[src/rtl/return_address_stack_if.sv]
// return_address_stack_if: retire-side bus of the return-address stack; RAS_STATS_EN adds the statistics counters
interface return_address_stack_if #(
  parameter int DEPTH = 4,
  parameter int PTR_W = $clog2(DEPTH)
);
  logic             iVALID;
  logic [31:0]      iIR;
  logic [31:0]      iPC;
  logic             iFLUSH;
  logic             oPRED_VALID;
  logic [31:0]      oPRED_PC;
  logic             oEMPTY;
  logic             oFULL;
  logic [PTR_W:0]   oCOUNT;
`ifdef RAS_STATS_EN
  logic [15:0]      oOVF_CNT;
  logic [15:0]      oUNF_CNT;
  modport master (output iVALID, iIR, iPC, iFLUSH,
                  input oPRED_VALID, oPRED_PC, oEMPTY, oFULL, oCOUNT, oOVF_CNT, oUNF_CNT);
  modport slave (input iVALID, iIR, iPC, iFLUSH,
                 output oPRED_VALID, oPRED_PC, oEMPTY, oFULL, oCOUNT, oOVF_CNT, oUNF_CNT);
`else
  modport master (output iVALID, iIR, iPC, iFLUSH,
                  input oPRED_VALID, oPRED_PC, oEMPTY, oFULL, oCOUNT);
  modport slave (input iVALID, iIR, iPC, iFLUSH,
                 output oPRED_VALID, oPRED_PC, oEMPTY, oFULL, oCOUNT);
`endif
endinterface

[src/rtl/return_address_stack.sv]
// return_address_stack: RV32I return-address predictor, circular LIFO with overwrite-on-full
// Optional RAS_STATS_EN adds saturating overflow/underflow counters.
module return_address_stack #(
  parameter int DEPTH = 4,
  parameter int PTR_W = $clog2(DEPTH)
) (
  input logic                   iCLK,
  input logic                   iRST,
  return_address_stack_if.slave bus
);
  localparam logic [PTR_W:0]   C_ONE  = (PTR_W+1)'(1);
  localparam logic [PTR_W:0]   C_FULL = (PTR_W+1)'(DEPTH);
  localparam logic [PTR_W-1:0] T_ONE  = PTR_W'(1);
  logic [31:0]      r_mem [DEPTH];
  logic [PTR_W-1:0] r_tp;
  logic [PTR_W:0]   r_count;
  logic [4:0]       w_rd, w_rs1;
  logic             w_rd_lnk, w_rs1_lnk, w_jal, w_jalr;
  logic             w_push, w_pop, w_repl, w_ins, w_empty, w_full;
  logic [31:0]      w_link;
  logic [PTR_W-1:0] w_tp_inc;
  assign w_rd      = bus.iIR[11:7];
  assign w_rs1     = bus.iIR[19:15];
  assign w_rd_lnk  = (w_rd == 5'd1) || (w_rd == 5'd5);
  assign w_rs1_lnk = (w_rs1 == 5'd1) || (w_rs1 == 5'd5);
  assign w_jal     = bus.iIR[6:0] == 7'b1101111;
  assign w_jalr    = (bus.iIR[6:0] == 7'b1100111) && (bus.iIR[14:12] == 3'd0);
  assign w_push    = bus.iVALID && ((w_jal && w_rd_lnk) || (w_jalr && w_rd_lnk && (!w_rs1_lnk || w_rd == w_rs1)));
  assign w_pop     = bus.iVALID && w_jalr && !w_rd_lnk && w_rs1_lnk;
  assign w_repl    = bus.iVALID && w_jalr && w_rd_lnk && w_rs1_lnk && (w_rd != w_rs1);
  assign w_empty   = r_count == '0;
  assign w_full    = r_count == C_FULL;
  // a replace with nothing to pop degenerates to a plain push
  assign w_ins     = w_push || (w_repl && w_empty);
  assign w_link    = bus.iPC + 32'd4;
  assign w_tp_inc  = r_tp + T_ONE;
  assign bus.oPRED_VALID = !iRST && (w_pop || w_repl) && !w_empty;
  assign bus.oPRED_PC    = (iRST || w_empty) ? 32'd0 : r_mem[r_tp];
  assign bus.oEMPTY      = iRST || w_empty;
  assign bus.oFULL       = !iRST && w_full;
  assign bus.oCOUNT      = iRST ? '0 : r_count;
  always_ff @(posedge iCLK) begin
    if (iRST) begin
      r_tp    <= '0;
      r_count <= '0;
      for (int i = 0; i < DEPTH; i++) r_mem[i] <= '0;
    end else if (bus.iFLUSH) begin
      r_tp    <= '0;
      r_count <= '0;
    end else if (w_repl && !w_empty) begin
      r_mem[r_tp] <= w_link;
    end else if (w_ins) begin
      r_tp            <= w_tp_inc;
      r_mem[w_tp_inc] <= w_link;
      if (!w_full) r_count <= r_count + C_ONE;
    end else if (w_pop && !w_empty) begin
      r_tp    <= r_tp - T_ONE;
      r_count <= r_count - C_ONE;
    end
  end
`ifdef RAS_STATS_EN
  logic [15:0] r_ovf, r_unf;
  assign bus.oOVF_CNT = r_ovf;
  assign bus.oUNF_CNT = r_unf;
  always_ff @(posedge iCLK) begin
    if (iRST) begin
      r_ovf <= '0;
      r_unf <= '0;
    end else if (!bus.iFLUSH) begin
      if (w_ins && w_full && r_ovf != 16'hFFFF) r_ovf <= r_ovf + 16'd1;
      if ((w_pop || w_repl) && w_empty && r_unf != 16'hFFFF) r_unf <= r_unf + 16'd1;
    end
  end
`endif
endmodule

[src/flat_wrapper.sv]
// flat-port wrapper written by rule: the top's interface ports become plain ports
module return_address_stack_flat 
#(
  parameter int DEPTH = 4,
  parameter int PTR_W = $clog2(DEPTH)
)
  (iCLK, iRST, bus_iVALID, bus_iIR, bus_iPC, bus_iFLUSH, bus_oPRED_VALID, bus_oPRED_PC, bus_oEMPTY, bus_oFULL, bus_oCOUNT);
  return_address_stack_if #(.DEPTH(DEPTH), .PTR_W(PTR_W)) bus_i ();
  input logic iCLK;
  input logic iRST;
  input wire logic [$bits(bus_i.iVALID)-1:0] bus_iVALID;
  input wire logic [$bits(bus_i.iIR)-1:0] bus_iIR;
  input wire logic [$bits(bus_i.iPC)-1:0] bus_iPC;
  input wire logic [$bits(bus_i.iFLUSH)-1:0] bus_iFLUSH;
  output wire logic [$bits(bus_i.oPRED_VALID)-1:0] bus_oPRED_VALID;
  output wire logic [$bits(bus_i.oPRED_PC)-1:0] bus_oPRED_PC;
  output wire logic [$bits(bus_i.oEMPTY)-1:0] bus_oEMPTY;
  output wire logic [$bits(bus_i.oFULL)-1:0] bus_oFULL;
  output wire logic [$bits(bus_i.oCOUNT)-1:0] bus_oCOUNT;
  assign bus_i.iVALID = bus_iVALID;
  assign bus_i.iIR = bus_iIR;
  assign bus_i.iPC = bus_iPC;
  assign bus_i.iFLUSH = bus_iFLUSH;
  assign bus_oPRED_VALID = bus_i.oPRED_VALID;
  assign bus_oPRED_PC = bus_i.oPRED_PC;
  assign bus_oEMPTY = bus_i.oEMPTY;
  assign bus_oFULL = bus_i.oFULL;
  assign bus_oCOUNT = bus_i.oCOUNT;
  return_address_stack #(.DEPTH(DEPTH), .PTR_W(PTR_W)) u_core (.iCLK(iCLK), .iRST(iRST), .bus(bus_i));
endmodule
[config.mk]
export PLATFORM = sky130hd
export DESIGN_NAME = return_address_stack_flat
export DESIGN_NICKNAME = d
export VERILOG_FILES = /design/src/rtl/return_address_stack_if.sv /design/src/rtl/return_address_stack.sv /design/src/flat_wrapper.sv
export SDC_FILE = /design/constraint.sdc
export NUM_CORES = 1
export LEC_CHECK = 0
export ABC_AREA = 1
export BUFFER_PORTS_ARGS = -buffer_cell sky130_fd_sc_hd__clkbuf_2
export CAP_MARGIN = 20
export CORE_UTILIZATION = 62
export CTS_BUF_LIST = sky130_fd_sc_hd__clkbuf_16
export CTS_CLUSTER_SIZE = 24
export DETAILED_ROUTE_END_ITERATION = 10
export GPL_TIMING_DRIVEN = 0
export PLACE_DENSITY = 0.83
export SYNTH_ARGS = -nofsm -noshare
export SYNTH_HDL_FRONTEND = slang
export SYNTH_SLANG_ARGS = --single-unit
[constraint.sdc]
create_clock -name iCLK -period 7.97 [get_ports iCLK]
set_input_delay 0.797 -clock iCLK [delete_from_list [all_inputs] [get_ports iCLK]]
set_output_delay 0.797 -clock iCLK [all_outputs]
set_load 0.1 [all_outputs]
==> summary.md, run 1 <==
| Metric | Value |
|---|---|
| Status | complete, no violations |
| Most used cell, CP | nand2_1 |
| Syn_nets | between 800 and 900 |
| Slew Limit Fails | 0 |
| Hold Buf Count CTS | 0 |
| Drt pass-1 iters | 6 |
| Largest net degree at the start of global routing | 33 |
| Crit path largest cell delay | 0.71 ns |
| Setup TNS | 0 ns |
| Core Util, Final | between 70% and 80% |
| Initial antenna violation count | 0 |
| H-tree levels | 4 |
| Sequential share of power | 51.3% |
| Core area | 10980 um2 |
| Final ANT Viol Nets | 0 |
| Worst path required time | 8.01 ns |
| PD cells | ~190 nW/um2 |
| Yosys reg bits | 135 |
| WP data arrival | 3.58 ns |
| Clock Latency Late Sink | 0.42 ns |
| F_max | 282.6 MHz |
| Setup Skew | 0.007924 ns |
| Die width | approximately 110 um |
| Worst Tran Pin Value | ~0.96 ns |
| HPWL Detailed | 12400 um |
| CP max-delay cell | nand2_2 |
| Yosys Warn Count | 0 |
| Nets@finish | about 1000 |
| Hold/Removal Path Class | reg -> reg |
| Period utilization | between 40% and 50% |
| VDD IR max | ~130 uV |
| Post-route insts no fill | 1083 |
| Cells after Synth | slightly above 800 |
| Initial Util | 64.57% |
| Combinational fraction of design power | 4.6% |
| Setup-failing EPs final | 0 |
| RSZ-0062 raised after global routing | no |
| Via count | 6312 |
| FP Rows | 38 |
| Critical path class | in -> reg |
| Root Buffer | clkbuf_16 |
| Net Sw Frac | 21.43% |
| Routed WL | 18900 um |
| Min Clock Period, post-route | ~3.5 ns |
| Crit-path cells | clkbuf_2 > inv_1 > nand2_1 > nand2_1 > nor2_1 > nand3_1 > nand2_1 > nand2_1 > nand2_1 > nand2_1 > a21oi_4 > nand3_1 > nand2_2 > nand3_4 > buf_6 > nand2_2 |
| Post-Place Cells | 1055 |
| DIE HEIGHT | between 100 and 150 um |
| Mux cell area share after synthesis | 0% |
| Fraction of layout cells with a size suffix above 1 | 18.45% |
| Leak pwr | between 3 and 4 nW |
| Routability Congestion | 0.9506 |
| Post-route DRC | 0 |
| N_diodes | 0 |
| Total of max-cap violations | 0 |
| Setup bufs post-CTS | 0 |
| CTS Sinks | 135 |
| Max transition margin | 35.68% |
| Via density | 5.828 |
| Post-synth cell types | 36 |
| Remaining Overflow, GRT | 0 |
| Detailed router's first-iteration violation count | 627 |
| Syn Area/Cell | about 8.6 um2 |
| Synthesized cell area | 7092 um2 |
| Number of port buffers | 93 |
| Clock power share | 44.1% |
| Total CTS buffers | 17 |
| Net load switching power | 0.3362 mW |
| Startpoint type of the worst setup path | input port |
| IO Count | 106 |
| Die ar. | 11870 um2 |
| Synth Area in XOR/XNOR | 1.112% |
| R2R setup slack | 5.08 ns |
| CTS tree | done |
| Internal power | around 1.2 mW |
| First-pass GRT wire length | 29790 um |
| Final hold vios | 0 |
| Worst-path clk slew | 0.05 ns |
| Layout overhead on the synthesized area | 16.57% |
| Main combinational cell family by area after synthesis | simple AND/OR/NAND/NOR gates |
| Worst setup EP type | flop |
| CTS Buffer Depth | 2 |
| Vias in the first global route | 6218 |
| Sequential fraction of the synthesis area | 56.18% |
| Overall routing resource usage | between 30% and 40% |
| Simple-gate portion of the synthesized area | 25.65% |
| Synth Area in Adders | less than 1% |
| Fill count | 774 |
| Wire per inst | 17.45 um |
| Compound-cell area share of the yosys netlist | 9.263% |
| Post-CTS sizing | 0 |
| Max FO, Critical Path | 32 |
final timing paths:
kind,startpoint,end,cells past startpoint
hold reg to reg,u_core.r_count[2],u_core.r_count[2],2
setup reg to reg,u_core.r_count[1],u_core.r_mem[1][4],11
hold / removal,u_core.r_count[2],u_core.r_count[2],2
setup / recovery,bus_iIR[11],u_core.r_mem[1][4],16
flip-flops by register name (all words and copies together), names as in the netlist, named ones only:
signal,count
u_core.r_mem,128
u_core.r_count,3
u_core.r_tp,2
worst max-delay path, delay by kind of cell:
| family | cells | cell delay, ns |
|---|---|---|
| simple gates | 12 | 2.01 |
| compound gates | 1 | 0.39 |
| buf+inv | 3 | 0.37 |
power groups by stage:
| stage | combinational, mW | sequential (mW) | clock (mW) |
|---|---|---|---|
| floorplan | 0.0365 | 0.816 | 0 |
| global placement | 0.0652 | 0.818 | 0 |
| detailed placement | 0.0703 | 0.818 | 0 |
| CTS | 0.0711 | 0.804 | 0.683 |
| global route | 0.0799 | 0.806 | 0.711 |
| finish | 0.0726 | 0.804 | 0.692 |
cells in the mapped netlist:
cell | instances | area [um2]
a21oi_4 | 1 | 16.27
ha_1 | 1 | 12.51
xor2_1 | 5 | 43.79
nor4_1 | 2 | 12.51
nand4_1 | 10 | 62.56
nand3_4 | 1 | 17.52
a21oi_1 | 37 | 185.2
nand3_2 | 1 | 10.01
o21ai_2 | 1 | 8.760
xnor2_1 | 4 | 35.03
nor3_2 | 1 | 10.01
o21a_1 | 3 | 22.52
nand2_1 | 78 | 292.8
o21bai_1 | 2 | 15.01
buf_1 | 4 | 15.01
nand2_2 | 3 | 18.77
nand3_1 | 37 | 185.2
a211oi_1 | 1 | 7.510
clkinv_1 | 1 | 3.750
or2_2 | 2 | 12.51
nor2_4 | 1 | 11.26
nand3b_1 | 4 | 30.03
o21ai_0 | 77 | 385.4
nor2_2 | 30 | 187.7
clkbuf_1 | 19 | 71.32
edfxtp_1 | 128 | 3844
inv_1 | 91 | 341.6
fa_1 | 1 | 20.02
a21o_1 | 1 | 7.510
buf_4 | 6 | 45.04
dfxtp_1 | 7 | 140.1
nor3_1 | 9 | 45.04
buf_6 | 3 | 33.78
a31o_2 | 1 | 8.760
buf_2 | 2 | 10.01
nor2_1 | 246 | 923.4
logic make-up (layout without fill, tap and decap cells):
kind of cell / Yosys count / count (layout)
DFF: 135 / 135
xor gates and xnor gates: 9 / 9
and+or+nand+nor: 425 / 425
buffers and inverters: 126 / 248
AOI/OAI and AO/OA: 124 / 124
adders and majority gates: 2 / 2
stage by stage:
| stage | setup WS, ns | power [mW] | instance area [um2] | hold WS [ns] |
|---|---|---|---|---|
| after floorplan | 3.835 | 0.8529 | 7092 | 0.4628 |
| after global placement | 2.945 | 0.8831 | 7732 | 0.4746 |
| final | 4.432 | 1.569 | 8267 | 0.5072 |
| after CTS | 4.447 | 1.559 | 8267 | 0.5043 |
| after global routing | 4.182 | 1.597 | 8267 | 0.5199 |
| after detailed placement | 4.041 | 0.8887 | 7767 | 0.4924 |
final cells by class:
class                           count  area (um2)  area share [%]
Buffer                             34       175.2           2.119
Clock buffer                       17       425.4           5.146
Timing Repair Buffer               94       485.5           5.873
Clock inverter                     11       73.82          0.8930
Inverter                           92       345.3           4.177
Multi-Input combinational cell    560        2603           31.48
Sequential cell                   135        3984           48.19
Tap cell                          140       175.2           2.119
per-layer routing:
metal | track usage, % | vias up | part of all wire (%)
met5 | 0 | - | 0
met4 | 15.64 | 0 | 2.7
met3 | 6.216 | 64 | 9.7
met2 | 59.21 | 396 | 51
met1 | 40.96 | 2930 | 37
li1 | - | 2922 | -
layout by cell type, fill, tap and decap left out, types with 9 or more instances in the layout:
| cell | Yosys | layout |
|---|---|---|
| a21oi_1 | 37 | 37 |
| inv_1 | 91 | 95 |
| clkbuf_2 | 0 | 93 |
| clkbuf_1 | 19 | 19 |
| nor2_1 | 246 | 245 |
| nand3_1 | 37 | 37 |
| nand4_1 | 10 | 10 |
| nor3_1 | 9 | 9 |
| nor2_2 | 30 | 30 |
| edfxtp_1 | 128 | 128 |
| nand2_1 | 78 | 75 |
| o21ai_0 | 77 | 77 |
| clkbuf_16 | 0 | 17 |
No activity file was read; power rests on OpenSTA's default activity.
==> run 2: changes to the inputs <==
Settings changed: CORE_UTILIZATION 62 to 52, PLACE_DENSITY 0.83 to 0.74.
Clock period 7.97 ns to 2.9 ns, I/O delays scaled along.
==> run 2 against run 1 <==
  * Combinational power grew to 2.7 times the previous value
  * Global-route usage is 7.1 points lower
  * Die area is 19% higher
  * First-iteration DRC count is 6.5% lower
  * Largest power group unchanged
==> summary.md, run 2 (synthesis gave the netlist of run 1 again) <==
| Metric | Value |
|---|---|
| Status | complete, no violations |
| Root Buffer | clkbuf_16 |
| Routed WL | about 18000 um |
| Hold/Removal Path Class | in -> reg |
| CTS tree | done |
| Setup Skew | between 0.008 and 0.009 ns |
| H-tree levels | 4 |
| F_max | 361.5 MHz |
| Startpoint type of the worst setup path | flop |
| Routed wl met2 | 8686 um |
| First-pass GRT wire length | 28540 um |
| Fill count | 1136 |
| Die width | roughly 120 um |
| CTS Sinks | 135 |
| Final ANT Viol Nets | 0 |
| Net Sw Frac | 20.89% |
| VDD IR max | 413.8 uV |
| Worst setup EP type | output pin |
| N_diodes | 0 |
| Overall routing resource usage | 26.98% |
| Routability Congestion | 0.8302 |
| Nets@finish | 1004 |
| Worst-path clk slew | 0.06 ns |
| Fin Hold WS | around 0.23 ns |
| Drt pass-1 iters | 6 |
| Final hold vios | 0 |
| Critical path class | reg -> out |
| Reg2reg path depth | 11 |
| WHS Path Cells | 3 |
| Pwr Total | around 4.3 mW |
| Wire per inst | 15.95 um |
| Max FO, Critical Path | 10 |
| Setup TNS | 0 ns |
| Post-Place Cells | 1091 |
| Worst Tran Pin Value | 0.7712 ns |
| Total of max-cap violations | 0 |
| Fraction of layout cells with a size suffix above 1 | 18.80% |
| Max FFs per register | 128 |
| Net load switching power | 0.8949 mW |
| RSZ-0062 raised after global routing | no |
| Largest Register | u_core.r_mem |
| WP data arrival | 2.48 ns |
| Crit-path cells | nor2_1 > inv_1 > nor2_1 > inv_1 > nand2_1 > clkbuf_2 > a21oi_1 > clkbuf_2 |
| PD cells | 511.6 nW/um2 |
| Combinational fraction of design power | 4.6% |
| Max transition margin | 48.19% |
| Initial antenna violation count | 0 |
| Post-route DRC | 0 |
| Met1 Wirelength | 7535 um |
| Most common cell after layout, fill and taps aside | nor2_1 |
| FP Rows | 42 |
| Layout overhead on the synthesized area | 18.08% |
| Period utilization | between 90% and 100% |
| Internal power | 3.389 mW |
| Clock power share | 43.9% |
| Max Used Layer | met4 |
| Crit path largest cell delay | 0.50 ns |
| Worst path top cell family by delay | buffers and inverters |
| Core area | between 10000 and 15000 um2 |
| Core Util, Final | ~63% |
| Slew Limit Fails | 0 |
| Clock Latency Late Sink | 0.43 ns |
| HPWL Detailed | 12170 um |
| Number of port buffers | 93 |
| Die ar. | around 14000 um2 |
| IO Count | 106 |
| Largest net degree at the start of global routing | 33 |
| Total CTS buffers | 17 |
| Leak pwr | 3.426 nW |
| Via density | 5.278 |
| Setup bufs post-CTS | 0 |
| Remaining Overflow, GRT | 0 |
| WP buf/inv | 4 |
| Setup-failing EPs final | 0 |
| Min Clock Period, post-route | 2.766 ns |
| Critical Path Stages | 8 |
| CP max-delay cell | clkbuf_2 |
| CTS Buffer Depth | 2 |
| Detailed router's first-iteration violation count | 586 |
| Worst path required time | between 2 and 3 ns |
| Post-route insts no fill | 1123 |
| Vias in the first global route | 5773 |
| Via count | 5927 |
| Most frequent cells in the layout | nor2_1, edfxtp_1, inv_1, clkbuf_2, o21ai_0 |
| Sequential share of power | 51.5% |
| Met3 wire len | roughly 1100 um |
| Biggest regs | u_core.r_mem (128), u_core.r_count (3), u_core.r_tp (2) |
| DIE HEIGHT | 118.8 um |
| Initial Util | 53.34% |
-- run 2: cell count changes in the layout (fill, tap and decap cells not counted), moves of 3 or more --
cell      before  now
clkbuf_1      19   14
clkbuf_4       0    4
clkinv_1       2    6
clkinv_2       5    2
inv_1         95   98
nand2_2        6    3
-- run 2: metrics by stage --
step	worst slack [ns]	cell area (um2)
after detailed placement	-0.4948	7812
after floorplan	-0.4663	7094
after CTS	0.003674	8343
final	0.1338	8374
after global placement	-1.043	7780
after global routing	0.001393	8374
-- run 2: cell type report --
class                   instances  area [um2]  area share (%)
flip-flops and latches        135        3984           47.57
clock inverters                15       85.08           1.016
repair buffers                 94       495.5           5.917
plain buffers                  34       183.9           2.196
well taps                     176       220.2           2.630
multi-input cells             560        2635           31.47
clock buffers                  17       425.4           5.080
inverters                      92       345.3           4.124
-- run 2: timing repair --
action                                  4_1_cts  5_1_grt
endpoints found under the setup margin       73      116
gates resized for setup                       7       14
hold buffers                                  0        0
cloned                                        0        0
endpoints found under the hold margin         0        0
pin swaps                                     0        0
-- run 2: power groups by stage --
stage	clock network, mW	registers, mW	logic, mW
detailed placement	0	2.25	0.192
global route	1.95	2.21	0.222
finish	1.88	2.21	0.197
global placement	0	2.25	0.184
CTS	1.88	2.21	0.195
floorplan	0	2.24	0.101
-- run 2: metal layers --
layer / vias up / GRT usage (%)
li1: 2921 / -
met1: 2737 / 33.35
met2: 226 / 45.21
met3: 43 / 5.550
met4: 0 / 12.82
met5: - / 0
-- run 2: final timing paths --
check        slack [ns]              start            endpoint
max                0.13  u_core.r_count[1]    bus_oPRED_PC[13]
min                0.23         bus_iPC[0]  u_core.r_mem[3][0]
max reg2reg        0.41  u_core.r_count[1]  u_core.r_mem[0][4]
min reg2reg        0.49  u_core.r_count[2]   u_core.r_count[2]
-- run 2: worst min-delay path, cell delays in order --
cell      delay (ns)
clkbuf_2        0.09
nand2_1         0.10
inv_1           0.07
